$ cat src/rtl/altusoc_pkg.sv
// Shared constants for the altusoc Wishbone blocks: default bus widths and
// the arbiter state encoding.
package altusoc_pkg;

  localparam int WB_AW = 32;
  localparam int WB_DW = 32;

  // state    | meaning
  // ST_IDLE  | no owner, arbitrate between requesting masters
  // ST_BUSY  | owner holds cyc, slave signals muxed from owner
  // ST_ABORT | one-cycle abort after watchdog expiry, err to owner
  localparam logic [1:0] ST_IDLE  = 2'd0;
  localparam logic [1:0] ST_BUSY  = 2'd1;
  localparam logic [1:0] ST_ABORT = 2'd2;

endpackage

$ cat src/rtl/altusoc_wb_watchdog.sv
// Bus access watchdog: counts strobed cycles without a response and flags
// expiry on the cycle the count would pass TIMEOUT-1.
module altusoc_wb_watchdog #(
  parameter int TIMEOUT = 255
) (
  input  logic i_clk,
  input  logic i_rst,
  input  logic clr,
  input  logic en,
  output logic expire
);

  localparam int CW = $clog2(TIMEOUT + 1);
  localparam logic [CW-1:0] LAST = CW'(TIMEOUT - 1);

  logic [CW-1:0] cnt_q;
  logic [CW-1:0] cnt_d;

  // Clear has priority over counting; the count holds when not enabled.
  always_comb begin
    cnt_d = cnt_q;
    if (clr)
      cnt_d = '0;
    else if (en)
      cnt_d = cnt_q + 1'b1;
  end

  // Counter register.
  always_ff @(posedge i_clk) begin
    if (i_rst)
      cnt_q <= '0;
    else
      cnt_q <= cnt_d;
  end

  assign expire = en & (cnt_q == LAST);

endmodule

$ cat src/rtl/altusoc_wb_arb.sv
// Two-master Wishbone classic arbiter, round-robin on ties, grant held for
// the owner's whole cyc, with a watchdog that aborts unanswered accesses.
module altusoc_wb_arb
  import altusoc_pkg::*;
#(
  parameter int AW      = WB_AW,
  parameter int DW      = WB_DW,
  parameter int TIMEOUT = 255
) (
  input  logic            i_clk,
  input  logic            i_rst,
  input  logic [AW-1:0]   i_m0_adr,
  input  logic [DW-1:0]   i_m0_dat,
  input  logic [DW/8-1:0] i_m0_sel,
  input  logic            i_m0_we,
  input  logic            i_m0_cyc,
  input  logic            i_m0_stb,
  output logic [DW-1:0]   o_m0_rdt,
  output logic            o_m0_ack,
  output logic            o_m0_err,
  input  logic [AW-1:0]   i_m1_adr,
  input  logic [DW-1:0]   i_m1_dat,
  input  logic [DW/8-1:0] i_m1_sel,
  input  logic            i_m1_we,
  input  logic            i_m1_cyc,
  input  logic            i_m1_stb,
  output logic [DW-1:0]   o_m1_rdt,
  output logic            o_m1_ack,
  output logic            o_m1_err,
  output logic [AW-1:0]   o_s_adr,
  output logic [DW-1:0]   o_s_dat,
  output logic [DW/8-1:0] o_s_sel,
  output logic            o_s_we,
  output logic            o_s_cyc,
  output logic            o_s_stb,
  input  logic [DW-1:0]   i_s_rdt,
  input  logic            i_s_ack,
  input  logic            i_s_err,
  output logic [1:0]      o_grant,
  output logic            o_timeout
);

  logic [1:0] state_q, state_d;
  logic       owner_q, owner_d;
  logic       last_q, last_d;

  logic req0, req1;
  logic own_cyc, own_stb;
  logic busy, abort, resp;
  logic wd_clr, wd_en, wd_expire;

  assign req0    = i_m0_cyc & i_m0_stb;
  assign req1    = i_m1_cyc & i_m1_stb;
  assign own_cyc = owner_q ? i_m1_cyc : i_m0_cyc;
  assign own_stb = owner_q ? i_m1_stb : i_m0_stb;
  assign busy    = (state_q == ST_BUSY);
  assign abort   = (state_q == ST_ABORT);
  assign resp    = i_s_ack | i_s_err;

  // Clearing throughout IDLE guarantees a zero count on entry to BUSY.
  assign wd_clr = ~busy | resp;
  assign wd_en  = busy & own_cyc & own_stb & ~resp;

  altusoc_wb_watchdog #(
    .TIMEOUT (TIMEOUT)
  ) u_watchdog (
    .i_clk  (i_clk),
    .i_rst  (i_rst),
    .clr    (wd_clr),
    .en     (wd_en),
    .expire (wd_expire)
  );

  // Next-state: arbitrate in IDLE, hold grant in BUSY, single-cycle ABORT.
  always_comb begin
    state_d = state_q;
    owner_d = owner_q;
    last_d  = last_q;
    case (state_q)
      ST_IDLE: begin
        if (req0 | req1) begin
          owner_d = (req0 & req1) ? ~last_q : req1;
          last_d  = owner_d;
          state_d = ST_BUSY;
        end
      end
      ST_BUSY: begin
        if (wd_expire)
          state_d = ST_ABORT;
        else if (!own_cyc)
          state_d = ST_IDLE;
      end
      ST_ABORT: state_d = ST_IDLE;
      default:  state_d = ST_IDLE;
    endcase
  end

  // State, owner and round-robin history registers.
  always_ff @(posedge i_clk) begin
    if (i_rst) begin
      state_q <= ST_IDLE;
      owner_q <= 1'b0;
      last_q  <= 1'b1;
    end else begin
      state_q <= state_d;
      owner_q <= owner_d;
      last_q  <= last_d;
    end
  end

  assign o_s_adr = owner_q ? i_m1_adr : i_m0_adr;
  assign o_s_dat = owner_q ? i_m1_dat : i_m0_dat;
  assign o_s_sel = owner_q ? i_m1_sel : i_m0_sel;
  assign o_s_we  = owner_q ? i_m1_we  : i_m0_we;
  assign o_s_cyc = busy & own_cyc;
  assign o_s_stb = busy & own_stb;

  assign o_m0_rdt = i_s_rdt;
  assign o_m1_rdt = i_s_rdt;

  // Slave responses reach only the owner and only in BUSY; late ones in
  // ABORT are dropped in favour of the timeout error.
  assign o_m0_ack = busy & i_s_ack & ~owner_q;
  assign o_m1_ack = busy & i_s_ack &  owner_q;
  assign o_m0_err = ~owner_q & ((busy & i_s_err) | abort);
  assign o_m1_err =  owner_q & ((busy & i_s_err) | abort);

  assign o_grant   = (busy | abort) ? (owner_q ? 2'b10 : 2'b01) : 2'b00;
  assign o_timeout = abort;

endmodule

$ cat config.mk
export PLATFORM = sky130hd
export DESIGN_NAME = altusoc_wb_arb
export DESIGN_NICKNAME = d
export VERILOG_FILES = /design/src/rtl/altusoc_pkg.sv /design/src/rtl/altusoc_wb_watchdog.sv /design/src/rtl/altusoc_wb_arb.sv
export SDC_FILE = /design/constraint.sdc
export NUM_CORES = 1
export LEC_CHECK = 0
export BUFFER_PORTS_ARGS = -buffer_cell sky130_fd_sc_hd__clkbuf_2
export CORE_AREA = 2 2 123 125
export DETAILED_ROUTE_END_ITERATION = 10
export DIE_AREA = 0 0 125 127
export PLACE_DENSITY = 0.56
export SYNTH_ARGS = -nofsm -noshare
export SYNTH_HDL_FRONTEND = slang
export SYNTH_HIERARCHICAL = 1
export SYNTH_SLANG_ARGS = --single-unit
$ cat constraint.sdc
create_clock -name i_clk -period 2.4 [get_ports i_clk]
set_clock_uncertainty 0.05 [all_clocks]
set_input_delay 0.12 -clock i_clk [delete_from_list [all_inputs] [get_ports i_clk]]
set_output_delay 0.12 -clock i_clk [all_outputs]
set_load 0.03 [all_outputs]
# ---- Word-level counts from Yosys, hierarchy flattened
# Index checks and enable logic that the tools add are counted.
dict set report word_totals {
  ff_bits 12
  latch_bits 0
  mem_bits_rw 0
  romBits 0
  wordCells 50
  mem_count 0
}
dict set report classes {
  addsub 1
  n_mul 0
  div_mod_pow 0
  magnitude_cmp 0
  n_eq_ne 5
  shift 0
  mux 13
  n_bitwise 23
  n_reduce_logical 4
}
# operator n
set op_table {}
lappend op_table {{$mux 32} 2}
lappend op_table {{$and 1x1->1} 14}
lappend op_table {{$mux 2} 5}
lappend op_table {{$add 8x1->8 const B} 1}
lappend op_table {{$eq 8x8->1 const B} 1}
lappend op_table {{$or 1x1->1} 5}
lappend op_table {{$mux 1} 4}
lappend op_table {{$mux 4} 1}
lappend op_table {{$not 1->1} 4}
lappend op_table {{$pmux 2 s2} 1}
lappend op_table {{$reduce_and 2->1} 2}
lappend op_table {{$ne 3x2->1 const B} 1}
lappend op_table {{$eq 2x1->1 const B} 1}
lappend op_table {{$eq 2x2->1 const B} 1}
lappend op_table {{$logic_not 2->1} 1}
lappend op_table {{$ne 2x2->1 const B} 1}
lappend op_table {{$reduce_or 2->1} 1}

# ---- Depth between registers and ports, before layout
dict set report logic_depth {
  ltp_word 7
  ltp_mapped 10
}

# ---- By module
# The synthesis kept the hierarchy.
# module instances cells_each area_per_inst_um2
set by_module_without_submodules {}
lappend by_module_without_submodules {altusoc_wb_arb 1 182 1642.8}
lappend by_module_without_submodules {altusoc_wb_watchdog 1 42 377.9}

# ---- Worst setup path before layout
# OpenSTA, ideal clock, no wires.
dict set report synth_path {
  path_type {flip-flop to flip-flop}
  start {register state_q[1]}
  end {register state_q[0]}
  setup_ns 0.079
  arrival_time_ns 1.964
  t_required_ns 2.271
  setup_slack_ns 0.307
  stages_incl_launch_ff 11
  n_path_buf 1
  synth_period_minus_slack_ns 2.093
  cell_sequence {dfxtp_1 > inv_1 > ha_1 > and2_1 > and3b_1 > buf_4 > nand4_4 > nor2_1 > nor2b_1 > a21o_1 > a211oi_2}
}
dict set report synth_via {
  elab_chain_len 7
  word_cells_on_any_way 11
  classes_between {eq/ne (3); mux (2); bitwise (4); reduce/logical (2)}
}
# item line_no
set synth_lines {}
lappend synth_lines {{start: declaration} altusoc_wb_arb.sv:43} ;# logic [1:0] state_q, state_d;
lappend synth_lines {{start signal: assignment} altusoc_wb_arb.sv:105} ;# state_q <= state_d;
lappend synth_lines {{$eq 2x1->1 *} altusoc_wb_arb.sv:56} ;# assign busy = (state_q == ST_BUSY);
lappend synth_lines {{$and 1x1->1 *} -}
lappend synth_lines {{named net o_s_cyc} altusoc_wb_arb.sv:34} ;# output logic o_s_cyc,
lappend synth_lines {{$and 1x1->1 * (2 in a row)} altusoc_wb_arb.sv:62} ;# assign wd_en = busy & own_cyc & own_stb & ~resp;
lappend synth_lines {{named net wd_en} altusoc_wb_arb.sv:50} ;# logic wd_clr, wd_en, wd_expire;
lappend synth_lines {{$and 1x1->1 *} altusoc_wb_watchdog.sv:36} ;# assign expire = en & (cnt_q == LAST);
lappend synth_lines {{named net wd_expire} altusoc_wb_arb.sv:50}
lappend synth_lines {{$mux 2 or $ne 3x2->1 (tied branches)} -}
lappend synth_lines {{$pmux 2 s2 or $reduce_and 2->1 (tied branches)} -}
# Mark *: on every way through the listed nets, which the timed path passes. The rest lies on a longest branch.
# A chain may end at the register's enable or synchronous reset.

# ---- Final worst setup path
dict set report layout_path {
  start {register owner_q}
  end {register state_q[0]}
}
dict set report layout_via {
  elab_chain_len 7
  word_cells_on_any_way 10
  classes_between {eq/ne (1); mux (4); bitwise (4); reduce/logical (1)}
}
# item line_no
set layout_lines {}
lappend layout_lines {{start: declaration} altusoc_wb_arb.sv:44} ;# logic owner_q, owner_d;
lappend layout_lines {{start signal: assignment} altusoc_wb_arb.sv:106} ;# owner_q <= owner_d;
lappend layout_lines {{$mux 1} altusoc_wb_arb.sv:54} ;# assign own_cyc = owner_q ? i_m1_cyc : i_m0_cyc;
lappend layout_lines {{$and 1x1->1} altusoc_wb_arb.sv:62}
lappend layout_lines {{$and 1x1->1 * (2 in a row)} altusoc_wb_arb.sv:62}
lappend layout_lines {{named net wd_en} altusoc_wb_arb.sv:50}
lappend layout_lines {{$and 1x1->1 *} altusoc_wb_watchdog.sv:36}
lappend layout_lines {{named net wd_expire} altusoc_wb_arb.sv:50}
lappend layout_lines {{$mux 2 or $ne 3x2->1 (tied branches)} -}
lappend layout_lines {{$pmux 2 s2 or $reduce_and 2->1 (tied branches)} -}
# Marked as above.

==> flow_summary_export.csv <==
group,metric,value,unit
status,status,"complete, no violations",
place,dp_hpwl,6250,um
pwr,p_per_area,415,nW/um2
cts,post_cts_resized,0,
detailed_routing,ant_nets,0,
pwr,p_total,1220,uW
cts,cts_tree,"built",
cts,clock_sinks,12,
cts,cts_made_buffers,3,
setup_path,worstPathRequired,2510,ps
sta,setup_viol,0,
place,io_buffers,223,
detailed_routing,drt-wirelength-per-cell,12.7,um
cts,post_cts_buffers,0,
setup_path,start_kind,"register",
sta,max_slew.worst_pin.slew,405,ps
setup_path,crit_fanout,7,
die,boundaryPins,320,
yosys,synth_seq_cells,12,
yosys,synth_cell_types,32,
finish,diodes,0,
place,gp_congestion,0.859,
global_route,grt_max_degree,75,
detailed_routing,dr.first_iter.drc_count,88,
pwr,p_leak,0.00150,uW
sta,drv_slew,0,
run,cap_violations,0,
sta,rsz0062_at_grt,"no",
finish,drive_above_1_share,0.805,
yosys,syn_inst,224,
die,die_w,125,um
setup_path,critPathKind,"register to register",
die,coreArea,14400,um2
sta,max_freq,0.516,GHz
finish,final_cell_mix,"223 x clkbuf_2, 69 x mux2_2, 11 x dfxtp_1",
min_path,hold_path.class,"input pin to register",
finish,final_common_cell,"clkbuf_2",
pwr,ir_drop,0.000207,V
setup_path,cp.arrival,2050,ps
detailed_routing,vias_per_cell,3.60,
cts,clockRootBuffer,"clkbuf_16",
yosys,ys_seq_area_frac,0.119,
die,dieHeight,127,um
yosys,syn_avg_cell_area,9.02,um2
finish,synthToLayoutAreaGrowth,45.6,%
yosys,syn-cell-area,2020,um2
finish,finalNetCount,563,
sta,finalHoldViolations,0,
die,core.rowCount,44,
yosys,syn-num-nets,407,
global_route,grtUsageTotal,0.0812,
detailed_routing,drt-total-wl,7130,um
setup_path,critical_path.endpoint_type,"register",
die,initial_utilization,0.140,
yosys,yosysWarnings,6,
global_route,grt_pass1_vias,1990,
cts,clkSlewWorstSetupHoldPaths,40,ps
global_route,antenna_found_initial,0,
sta,min_period,1940,ps
global_route,grt_pass1_wl,10500,um
die,dieArea,15900,um2
cts,clk_latency,240,ps
global_route,grt_overflow,0,
cts,cts_hold_buf,0,
sta,slew-limit-headroom,0.730,
detailed_routing,via_count,2028,
detailed_routing,drc,0,
detailed_routing,dr.pass1.iters,4,
cts,htreeDepth,1,
sta,period_share,0.808,
cts,cts_buffer_depth,2,
sta,tns,0,ps
==> Yosys cell counts (all sizes together) <==
| library cell | number | area share |
|---|---|---|
| a22oi | 2 | 0.0074 |
| nand4 | 5 | 0.023 |
| or3 | 3 | 0.0093 |
| ha | 5 | 0.031 |
| xor2 | 3 | 0.013 |
| nor2 | 10 | 0.019 |
| xnor2 | 1 | 0.0043 |
| nor2b | 4 | 0.012 |
| clkbuf | 1 | 0.0019 |
| nand3 | 2 | 0.0050 |
| or2 | 1 | 0.0031 |
| a21oi | 6 | 0.015 |
| o31ai | 1 | 0.0037 |
| nand2 | 7 | 0.013 |
| a31o | 1 | 0.0043 |
| a211o | 2 | 0.0087 |
| inv | 3 | 0.0056 |
| a21o | 1 | 0.0037 |
| dfxtp | 12 | 0.12 |
| a211oi | 2 | 0.0099 |
| mux2i | 1 | 0.0050 |
| and3 | 1 | 0.0031 |
| mux2 | 70 | 0.39 |
| buf | 74 | 0.27 |
| and3b | 1 | 0.0043 |
| and2 | 2 | 0.0062 |
| o21ai | 3 | 0.0074 |
==> critical path: stages, from the launching register on <==
cell and delay, ps:
dfxtp_2 390, mux2_4 330, and2_1 170, and3b_1 220, nand4_4 120, nor2_1 70
nor2b_1 180, a21oi_1 110, a211oi_2 200
==> layer usage <==
layer	GRT usage	vias up	share of wire
met4	0.0248	0	0.017
met2	0.130	108	0.47
met5	0	-	0
met1	0.107	877	0.44
met3	0.0209	18	0.082
li1	-	1025	-
==> power breakdown <==
group	switching, uW	internal (uW)	total [uW]
Sequential	4.76	205	210
Combinational	396	272	668
Clock	91.5	252	343
Total	492	728	1220
==> per-stage QoR <==
step | instance area [um2] | std cells | setup WS (ps) | util | hold slack, ps
2_1_floorplan | 2020 | 224 | 307 | - | 135
3_3_place_gp | 2850 | 559 | 477 | 0.198 | 190
3_5_place_dp | 2850 | 559 | 463 | 0.198 | 190
4_1_cts | 2940 | 563 | 439 | 0.204 | 98.2
5_1_grt | 2940 | 563 | 292 | 0.204 | 108
6_report | 2940 | 563 | 461 | 0.204 | 86.7
==> final cells by class <==
class	instances	area [um2]
Clock buffer	4	88.8
Timing Repair Buffer	226	1150
Multi-Input combinational cell	134	1220
Sequential cell	12	241
Inverter	3	11.3
Fill cell	1591	11500
Tap cell	184	230
==> registers in the layout, indices dropped and copies added (netlist names) <==
signal	flops
u_watchdog/cnt_q	8
state_q	2
last_q	1
owner_q	1
==> path summary, 6_finish.rpt <==
path | start | to | slack (ps) | cells past startpoint
worst max-delay path | owner_q$_SDFFE_PP0P_ | state_q[0]$_SDFFE_PP0P_ | 460 | 8
worst min-delay path | i_rst | state_q[0]$_SDFFE_PP0P_ | 90 | 2
worst max register to register | owner_q$_SDFFE_PP0P_ | state_q[0]$_SDFFE_PP0P_ | 460 | 8
worst min register to register | u_watchdog/cnt_q[7]$_SDFFE_PP0P_ | u_watchdog/cnt_q[7]$_SDFFE_PP0P_ | 440 | 2
==> kinds of logic (layout without fill, tap and decap cells) <==
logic type,Yosys count,count (layout),share of synthesized area
AOI/OAI and AO/OA,18,18,0.0601
adders and majority gates,5,5,0.0310
buffers and inverters,78,233,0.278
DFF,12,12,0.119
muxes,71,71,0.397
and+or+nand+nor,36,36,0.0978
xor gates and xnor gates,4,4,0.0173
Note: power is estimated with default switching activity, not from simulation.
